==> src/rtl/seqdec_param.sv <==
// rtl/seqdec_param.sv - parametrised serial sequence detector with match counter
//
// Detects a LEN-bit pattern (MSB = oldest bit) on a qualified serial stream.
// The pattern is runtime-loadable, detection is overlapping (Mode=0) or
// non-overlapping (Mode=1), and matches are counted in a saturating counter.
//
// Optional feature macro: SEQDEC_MASK_EN adds Mask_in and a mask register;
// a mask bit of 1 makes that pattern position don't-care.
//
// Ports:
//   Clk      in   1      clock, rising edge
//   Reset    in   1      synchronous, active-high reset
//   Inp      in   1      serial data bit
//   In_vld   in   1      Inp qualifier
//   Pat_ld   in   1      load pattern from Pat_in (clears history and fill)
//   Pat_in   in   LEN    new pattern, MSB = first bit in time
//   Mode     in   1      0 = overlapping, 1 = non-overlapping
//   Cnt_clr  in   1      clear match counter
//   Mask_in  in   LEN    don't-care mask, loaded on Pat_ld (SEQDEC_MASK_EN only)
//   Out      out  1      one-cycle registered match pulse
//   Cnt      out  CNT_W  saturating match count
//   Cnt_sat  out  1      high while Cnt is all-ones

module seqdec_param #(
  parameter int               LEN     = 8,
  parameter logic [LEN-1:0]   PATTERN = 8'b01010010,
  parameter int               CNT_W   = 8
) (
  input  logic             Clk,
  input  logic             Reset,
  input  logic             Inp,
  input  logic             In_vld,
  input  logic             Pat_ld,
  input  logic [LEN-1:0]   Pat_in,
  input  logic             Mode,
  input  logic             Cnt_clr,
`ifdef SEQDEC_MASK_EN
  input  logic [LEN-1:0]   Mask_in,
`endif
  output logic             Out,
  output logic [CNT_W-1:0] Cnt,
  output logic             Cnt_sat
);

  localparam int              FW        = $clog2(LEN + 1);
  localparam logic [FW-1:0]   FILL_FULL = FW'(LEN);
  localparam logic [FW-1:0]   FILL_LAST = FW'(LEN - 1);

  logic [LEN-1:0] hist;
  logic [LEN-1:0] pattern;
  logic [LEN-1:0] window;
  logic [LEN-1:0] care;
  logic [FW-1:0]  fill;
  logic           match;

`ifdef SEQDEC_MASK_EN
  logic [LEN-1:0] mask;

  always_ff @(posedge Clk) begin
    if (Reset) begin
      mask <= '0;
    end else if (Pat_ld) begin
      mask <= Mask_in;
    end
  end

  assign care = ~mask;
`else
  assign care = '1;
`endif

  // Window as it will look once the current bit is shifted in; the match is
  // decided on that edge so Out can be registered with one cycle of latency.
  assign window = {hist[LEN-2:0], Inp};

  // fill >= LEN-1 means the current bit completes LEN fresh bits, so the
  // zeroed history after reset/load can never produce a false match.
  // A load on the same edge discards Inp, hence no match either.
  assign match = In_vld && !Pat_ld && (fill >= FILL_LAST) &&
                 (((window ^ pattern) & care) == '0);

  assign Cnt_sat = &Cnt;

  always_ff @(posedge Clk) begin
    if (Reset) begin
      hist    <= '0;
      fill    <= '0;
      pattern <= PATTERN;
      Out     <= 1'b0;
      Cnt     <= '0;
    end else begin
      if (Pat_ld) begin
        pattern <= Pat_in;
        hist    <= '0;
        fill    <= '0;
        Out     <= 1'b0;
      end else if (In_vld) begin
        hist <= window;
        Out  <= match;
        if (match && Mode) begin
          fill <= '0;
        end else if (fill != FILL_FULL) begin
          fill <= fill + 1'b1;
        end
      end else begin
        Out <= 1'b0;
      end

      // Clear then count: a match on the clearing edge leaves Cnt at 1.
      if (Cnt_clr) begin
        Cnt <= CNT_W'(match);
      end else if (match && !Cnt_sat) begin
        Cnt <= Cnt + 1'b1;
      end
    end
  end

endmodule

==> config.mk <==
export PLATFORM = sky130hd
export DESIGN_NAME = seqdec_param
export DESIGN_NICKNAME = d
export VERILOG_FILES = /design/src/rtl/seqdec_param.sv
export SDC_FILE = /design/constraint.sdc
export NUM_CORES = 1
export LEC_CHECK = 0
export BUFFER_PORTS_ARGS = -buffer_cell sky130_fd_sc_hd__buf_4
export CELL_PAD_IN_SITES_DETAIL_PLACEMENT = 1
export CELL_PAD_IN_SITES_GLOBAL_PLACEMENT = 2
export CORE_MARGIN = 2
export CORE_UTILIZATION = 25
export DETAILED_ROUTE_END_ITERATION = 6
export GPL_ROUTABILITY_DRIVEN = 0
export GPL_TIMING_DRIVEN = 0
export PLACE_DENSITY = 0.72
export REMOVE_ABC_BUFFERS = 1
export SLEW_MARGIN = 20
export SYNTH_ARGS = -nofsm -noshare
export SYNTH_HDL_FRONTEND = slang
export SYNTH_SLANG_ARGS = --single-unit
==> constraint.sdc <==
create_clock -name Clk -period 2.9 [get_ports Clk]
set_input_delay 0.145 -clock Clk [delete_from_list [all_inputs] [get_ports Clk]]
set_output_delay 0.145 -clock Clk [all_outputs]
set_load 0.005 [all_outputs]
==> results of run 1 <==
==> power by group through the flow <==
| stage | logic [mW] | clock network [mW] | registers (mW) |
|---|---|---|---|
| after floorplan | 0.0332 | 0 | 0.407 |
| after global placement | 0.0628 | 0 | 0.409 |
| after detailed placement | 0.0667 | 0 | 0.410 |
| after CTS | 0.0668 | 0.323 | 0.401 |
| after global routing | 0.0731 | 0.339 | 0.402 |
| final | 0.0657 | 0.312 | 0.401 |
==> stage by stage <==
step / utilization / cells
CTS: 0.3219 / 238
detailed placement: 0.3082 / 234
floorplan: - / 140
global placement: 0.3082 / 234
global route: 0.3219 / 238
finish: 0.3219 / 238
==> cell usage in the layout (no fill, tap or decap), types with 2 or more instances in the layout <==
| cell type | netlist | layout |
|---|---|---|
| dfxtp_1 | 28 | 28 |
| buf_4 | 1 | 24 |
| nor2_1 | 18 | 18 |
| mux2i_1 | 13 | 13 |
| a21oi_1 | 7 | 7 |
| xnor2_1 | 6 | 6 |
| nand3_1 | 5 | 5 |
| nand2_1 | 5 | 5 |
| nor2b_1 | 5 | 5 |
| nand4_1 | 4 | 4 |
| inv_1 | 3 | 3 |
| xor2_1 | 3 | 3 |
| o31ai_1 | 3 | 3 |
| a211o_1 | 3 | 3 |
| nand2b_1 | 3 | 3 |
| or4_1 | 3 | 3 |
| ha_1 | 3 | 3 |
| clkbuf_8 | 0 | 3 |
| or2_2 | 2 | 2 |
| o41ai_1 | 2 | 2 |
| o211ai_1 | 2 | 2 |
| nor4b_1 | 2 | 2 |
| nor3_1 | 2 | 2 |
| o21ai_0 | 2 | 2 |
| a211oi_1 | 2 | 2 |
| a31oi_1 | 2 | 2 |
==> cell type report <==
cell class	instances	area, um2
tap	70	87.58
clock buffer	3	41.29
timing repair buffer	24	180.2
fill	639	3530
inverter	3	11.26
multi-input combinational	109	764.5
sequential	28	560.5
clock inverter	1	30.03
==> cell families (layout without fill, tap and decap cells) <==
family          count (synthesis)  count (layout)  share of synthesized area
fa+ha+maj                       3               3                    0.02740
xor+xnor                       10              10                    0.06941
compound gates                 26              26                     0.1315
buf+inv                         9              31                    0.03287
simple gates                   57              57                     0.2347
mux                            13              13                    0.09497
flops                          28              28                     0.4091
==> sequential cells by signal, indices dropped and copies added, names as in the netlist <==
| name | cells |
|---|---|
| Cnt | 8 |
| Out | 1 |
| fill | 4 |
| hist | 7 |
| pattern | 8 |
==> worst max path at each step <==
stage            start     end  slack, ns  cells past startpoint
5_1_grt        fill[0]  Cnt[3]       0.46                      6
3_3_place_gp   fill[0]  Cnt[7]       0.65                      6
4_1_cts        fill[0]  Cnt[4]       0.58                      6
6_report       fill[0]  Cnt[4]       0.59                      6
2_1_floorplan  fill[0]  Cnt[3]       0.79                      6
3_5_place_dp   fill[0]  Cnt[4]       0.60                      6
==> synthesized netlist by cell type, types with 3 or more instances <==
cell      number  share of area
o31ai_1        3          0.016
buf_1          3         0.0082
or4_1          3          0.016
nand3_1        5          0.018
inv_1          3         0.0082
nor2_1        18          0.049
xor2_1         3          0.019
nand2_1        5          0.014
nor2b_1        5          0.023
a211o_1        3          0.019
nand2b_1       3          0.014
ha_1           3          0.027
mux2i_1       13          0.095
xnor2_1        6          0.038
a21oi_1        7          0.026
dfxtp_1       28           0.41
nand4_1        4          0.018
==> critical path, cell delays in order (launching register included) <==
cell	delay (ns)
dfxtp_1	0.44
ha_1	0.23
a21oi_1	0.10
or4_4	0.43
or3_4	0.42
or4_1	0.48
a21oi_1	0.17
==> metal layers <==
metal / global-route usage / part of all wire / vias to the layer above
li1: - / - / 571
met1: 0.1463 / 0.45 / 562
met2: 0.2129 / 0.50 / 24
met3: 0.01954 / 0.038 / 5
met4: 0.02632 / 0.0086 / 0
met5: 0 / 0 / -
==> results.toml, run 1 <==
[power_and_ir_drop]
switchingPower_uw = 167.2
pwr-share-comb = 0.084
p_int_uw = 610.8
pwr_density_cell_nw_per_um2 = 464.4
p_total_uw = 778.1
pwr-share-seq = 0.515
switching_share = 0.2149
power_leakage_nw = 0.6232
power_frac_clock = 0.401
vdd_drop_max_mv = 0.2326

[sta]
drv_slew = 0
finalCriticalPeriod_ns = 2.315
fmax_mhz = 432.1
setup_viol = 0
fin_skew_ns = 0.006421
final-hold-violation-count = 0
period_share = 0.7981
setup-tns-final_ns = 0
rsz0062_at_grt = "false"
relSlewSlack = 0.4674
worstMarginPinSlew_ns = 0.7878
whs_ns = 0.07049
final.setup.worst_slack_ns = 0.5855

[global_route]
grt_util_all_layers = 0.1177
antenna_found_initial = 0
gr-total-overflow = 0
grt_start_max_net_pins = 17
grt_pass1_vias = 1229
grt_pass1_wl_mm = 5.851

[cts]
h-tree-depth = 1
cts_made_buffers = 3
clockRootBuffer = "clkbuf_8"
post_cts_resized = 0
cts_buffer_depth = 2
path_clk_slew_ns = 0.10
post-cts-setup-buffers = 0
cts_hold_buf = 0
clk_latency_ns = 0.28
cts_tree = "yes"
numClockSinks = 28

[route]
route.detailed.drc = 0
detail-route-antenna-nets = 0
via_per_inst = 4.882
dr.pass1.iters = 4
first_iter_violations = 24
wl_mm = 3.381
via_count = 1162
wl_per_cell_um = 14.21

[status]
outcome = "finished clean"

[die]
ios = 25
die-area_um2 = 6089
die_w_um = 78.03
die_h_um = 78.03
core_um2 = 5205
initial_core_util = 0.2632
num_rows = 26

[layout]
antennaDiodeCount = 0
area_delta_synth_final_pct = 22.28
final_cell_area_um2 = 1675
drive_gt1_frac = 0.2083
final_nets = 187

[synth]
syn_avg_cell_area_um2 = 9.384
ys_types = 40
ys_seq_area_frac = 0.4091
async_flop_share = 0
ys_ff_latch = 28
synth_edf_count = 0
yosys_most_used_dff = "dfxtp_1"
syn_area_um2 = 1370
syn_inst = 146
ys_warn_count = 0

[critical_path]
worstSetupPathType = "flip-flop to flip-flop"
reg2reg_depth = 6
critPathMaxFanout = 13
r2r_end = "Cnt[4]"
critPathCaptureType = "flip-flop"
worst_ep_arrival_time_ns = 2.53
r2r_setup_slack_ns = 0.59
reg2reg_from = "fill[0]"
cp.required_ns = 3.11
startpoint_type = "flip-flop"

[min_path]
min_to = "pattern[6]"
hold-path-cell-count = 2
min_path_type = "input pin to flip-flop"
hp-start = "Pat_in[6]"

[placed_design]
post-place-ws_ns = 0.5982
hpwl_mm = 2.585
io_buffers = 24
place_area_um2 = 1604

[run]
cap_violations = 0
Power figures use the tool's default switching activity.
==> inputs of run 2 (changes only) <==
- PLACE_DENSITY: 0.72 -> 0.75
- clock period: 2.9 -> 2.05 ns (I/O delays scaled with it)
==> results.toml, run 2 (synthesis results as in run 1) <==
[sta]
relSlewSlack = 0.4851
worstMarginPinSlew_ns = 0.7615
final-hold-violation-count = 0
rsz0062_at_grt = "true"
setup_viol = 5
setup-tns-final_ns = -0.1703
finalCriticalPeriod_ns = 2.139
fin_skew_ns = 0.002276
fmax_mhz = 467.4
final.setup.worst_slack_ns = -0.08943
drv_slew = 0
whs_ns = 0.02539
period_share = 1.044

[global_route]
grt_pass1_vias = 1213
grt_pass1_wl_mm = 5.871
grt_start_max_net_pins = 17
grt_util_all_layers = 0.1199
gr-total-overflow = 0
antenna_found_initial = 0

[cts]
cts_hold_buf = 0
cts_tree = "yes"
path_clk_slew_ns = 0.10
clk_latency_ns = 0.28
cts_buffer_depth = 2
clockRootBuffer = "clkbuf_8"
cts_made_buffers = 3
numClockSinks = 28
h-tree-depth = 1

[route]
via_count = 1203
wl_per_cell_um = 14.52
dr.pass1.iters = 4
first_iter_violations = 43
route.detailed.drc = 0
via_per_inst = 4.930
detail-route-antenna-nets = 0
wl_mm = 3.543

[die]
die-area_um2 = 6089
num_rows = 26
ios = 25
core_um2 = 5205
die_w_um = 78.03
initial_core_util = 0.2632
die_h_um = 78.03

[placed_design]
post-place-ws_ns = -0.2559
placed_cells = 234
io_buffers = 24
place_area_um2 = 1604
hpwl_mm = 2.513

[critical_path]
cp_common_cell = "or4_4"
crit_buf_inv = 0
cp.required_ns = 2.27
critPathSlowestCell = "or4_4"
worst_path_largest_cell_delay_ns = 0.53
crit_family = "simple AND/OR/NAND/NOR gates"
startpoint_type = "flip-flop"
r2r_setup_slack_ns = -0.09
critPathCaptureType = "flip-flop"
worstSetupPathType = "flip-flop to flip-flop"
worst_ep_arrival_time_ns = 2.36
critPathMaxFanout = 7
crit_chain = "xor2_2, or4_4, or3_4, or4_4, a21oi_2"

[power_and_ir_drop]
power_leakage_nw = 0.6561
pwr_density_cell_nw_per_um2 = 610.9
p_total_mw = 1.107
vdd_drop_max_mv = 0.3648

[layout]
finalNonFillerCells = 244
final_nets = 193
antennaDiodeCount = 0
area_delta_synth_final_pct = 32.24
final_cell_area_um2 = 1812
mostFrequentLayoutCells = "30 x buf_4, 23 x dfxtp_1, 17 x nor2_1"
utilization = 0.3481
largestRegisters = "Cnt x8, pattern x8, hist x7"
drive_gt1_frac = 0.3218
mostFrequentLayoutCell = "buf_4"

[run]
cap_violations = 0

[status]
violations = "setup timing"
outcome = "complete, but fails checks"

[min_path]
min_path_type = "input pin to flip-flop"
-- run 2: cell count changes in the layout (fill, tap and decap cells not counted), sizes merged --
cell and change:
buf +6
-- run 2: layout make-up --
cell class / count / area [um2]
sequential: 28 / 569.3
inverter: 3 / 11.26
timing repair buffer: 30 / 225.2
multi-input combinational: 109 / 847.1
clock inverter: 1 / 30.03
fill: 613 / 3393
clock buffer: 3 / 41.29
tap: 70 / 87.58
-- run 2: routing by layer --
| layer | share of wire | up-vias | track usage |
|---|---|---|---|
| li1 | - | 585 | - |
| met1 | 0.44 | 591 | 0.1441 |
| met2 | 0.52 | 24 | 0.2164 |
| met3 | 0.041 | 3 | 0.03218 |
| met4 | 0.0062 | 0 | 0.02105 |
| met5 | 0 | - | 0 |
-- run 2: timing repair --
action	4_1_cts	5_1_grt
resized for setup	10	10
setup endpoints to repair	6	9
buffers inserted	6	0
pin swaps	5	4
-- run 2: path summary, 6_finish.rpt --
| check | startpoint | to | depth (start not counted) |
|---|---|---|---|
| max | pattern[4] | Cnt[7] | 5 |
| min | Pat_in[1] | pattern[1] | 2 |
| max reg2reg | pattern[4] | Cnt[7] | 5 |
| min reg2reg | pattern[3] | pattern[3] | 2 |
-- run 2: where the power goes --
group	internal [mW]	switching (mW)	total (mW)
clock network	0.262	0.180	0.442
logic	0.0495	0.0501	0.0996
registers	0.556	0.00939	0.565
==> inputs of run 3 (changes only) <==
- CORE_UTILIZATION: 25 -> 30
- MAX_ROUTING_LAYER: unset -> met4
- PLACE_DENSITY: 0.75 -> unset
- PLACE_DENSITY_LB_ADDON: unset -> 0.12
==> results.toml, run 3 (synthesis results as in run 1) <==
[status]
outcome = "complete, but fails checks"
violations = "setup timing"

[die]
ios = 25
initial_core_util = 0.3125
die-area_um2 = 5124
die_w_um = 71.58
num_rows = 24
die_h_um = 71.58
core_um2 = 4384

[min_path]
min_path_type = "input pin to flip-flop"
hp-start = "Mode"
min_to = "fill[1]"
hold-path-cell-count = 2

[layout]
multi_input_area_um2 = 839.6
mostFrequentLayoutCell = "buf_4"
antennaDiodeCount = 0
largestRegisters = "Cnt x8, pattern x8, hist x7"
final_nets = 192
final_cell_area_um2 = 1778
area_delta_synth_final_pct = 29.77
drive_gt1_frac = 0.3121
fillerInstances = 506
regArea_um2 = 569.3
mostFrequentLayoutCells = "28 x buf_4, 23 x dfxtp_1, 17 x nor2_1"

[critical_path]
startpoint_type = "flip-flop"
cp.required_ns = 2.27
r2r_setup_slack_ns = -0.05
critPathMaxFanout = 6
r2r_end = "Cnt[3]"
worst_ep_arrival_time_ns = 2.33
reg2reg_depth = 5
worstSetupPathType = "flip-flop to flip-flop"
critPathCaptureType = "flip-flop"
reg2reg_from = "pattern[4]"

[cts]
clk_latency_ns = 0.28
path_clk_slew_ns = 0.10
numClockSinks = 28
cts_buffer_depth = 2
clockRootBuffer = "clkbuf_8"
cts_made_buffers = 3
cts_tree = "yes"
h-tree-depth = 1

[global_route]
grt_util_all_layers = 0.1518
grt_pass1_wl_mm = 5.968
gr-total-overflow = 0
antenna_found_initial = 0
grt_pass1_vias = 1252
grt_start_max_net_pins = 17

[sta]
fmax_mhz = 475.3
finalCriticalPeriod_ns = 2.104
relSlewSlack = 0.4702
rsz0062_at_grt = "true"
fin_skew_ns = 0.008463
setup-tns-final_ns = -0.1325
setup_viol = 3
period_share = 1.026
drv_slew = 0
final.setup.worst_slack_ns = -0.05394
final-hold-violation-count = 0
worstMarginPinSlew_ns = 0.7836
whs_ns = 0.01157

[route]
route.detailed.drc = 0
first_iter_violations = 48
wl_mm = 3.413
via_per_inst = 5.253
via_count = 1182
detail-route-antenna-nets = 0
dr.pass1.iters = 2
wl_per_cell_um = 15.17

[power_and_ir_drop]
power_leakage_nw = 0.6510
pwr_density_cell_nw_per_um2 = 624.5
vdd_drop_max_mv = 0.2355
p_total_mw = 1.110

[placed_design]
io_buffers = 24
place_area_um2 = 1582
hpwl_mm = 2.423

[run]
cap_violations = 0
[run 3: worst max-delay path, stage by stage, from the launching register on]
cell and delay, ns:
dfxtp_2 0.35, xor2_2 0.18, or4_4 0.52, or3_4 0.39, or4_4 0.49, a21oi_2 0.12
[run 3: final cells by class]
cell class / count / area share
timing repair buffer: 29 / 0.1246
sequential: 28 / 0.3202
inverter: 3 / 0.006334
tap: 52 / 0.03659
clock inverter: 1 / 0.01689
multi-input combinational: 109 / 0.4722
clock buffer: 3 / 0.02322
[run 3: per-layer routing]
metal  vias to the layer above  GRT usage  wire [um]
li1                        583          -          -
met1                       577     0.1850       1561
met2                        16     0.2582       1718
met3                         6    0.02532         86
met4                         0    0.04403         46
met5                         -          -          0
[run 3: report_power, final]
| group | internal (mW) | switching, mW |
|---|---|---|
| Combinational | 0.0491 | 0.0483 |
| Sequential | 0.556 | 0.00945 |
| Clock | 0.262 | 0.186 |
| Total | 0.867 | 0.243 |
[run 3: stage by stage]
stage                     instances  worst slack (ns)    util
final                           225          -0.05394  0.4055
after floorplan                 140          -0.05898       -
after detailed placement        216           -0.2465  0.3607
after global placement          216           -0.2083  0.3607
after CTS                       225           -0.1164  0.4010
after global routing            225           -0.1086  0.4055
[run 3: how the worst max path moves through the flow]
stage | startpoint | endpoint | slack (ns) | depth (start not counted)
after floorplan | fill[0] | Cnt[3] | -0.06 | 6
after global placement | fill[0] | Cnt[4] | -0.21 | 6
after detailed placement | fill[0] | Cnt[7] | -0.25 | 6
after CTS | pattern[7] | Cnt[3] | -0.12 | 5
after global routing | pattern[7] | Cnt[3] | -0.11 | 5
final | pattern[4] | Cnt[3] | -0.05 | 5
[run 3: what timing repair did]
| item | CTS | global route |
|---|---|---|
| pin swaps | 7 | 1 |
| buffers inserted | 5 | 0 |
| endpoints found under the setup margin | 7 | 9 |
| endpoints found under the hold margin | 0 | 0 |
| gates resized for setup | 18 | 4 |
| hold buffers | 0 | 0 |
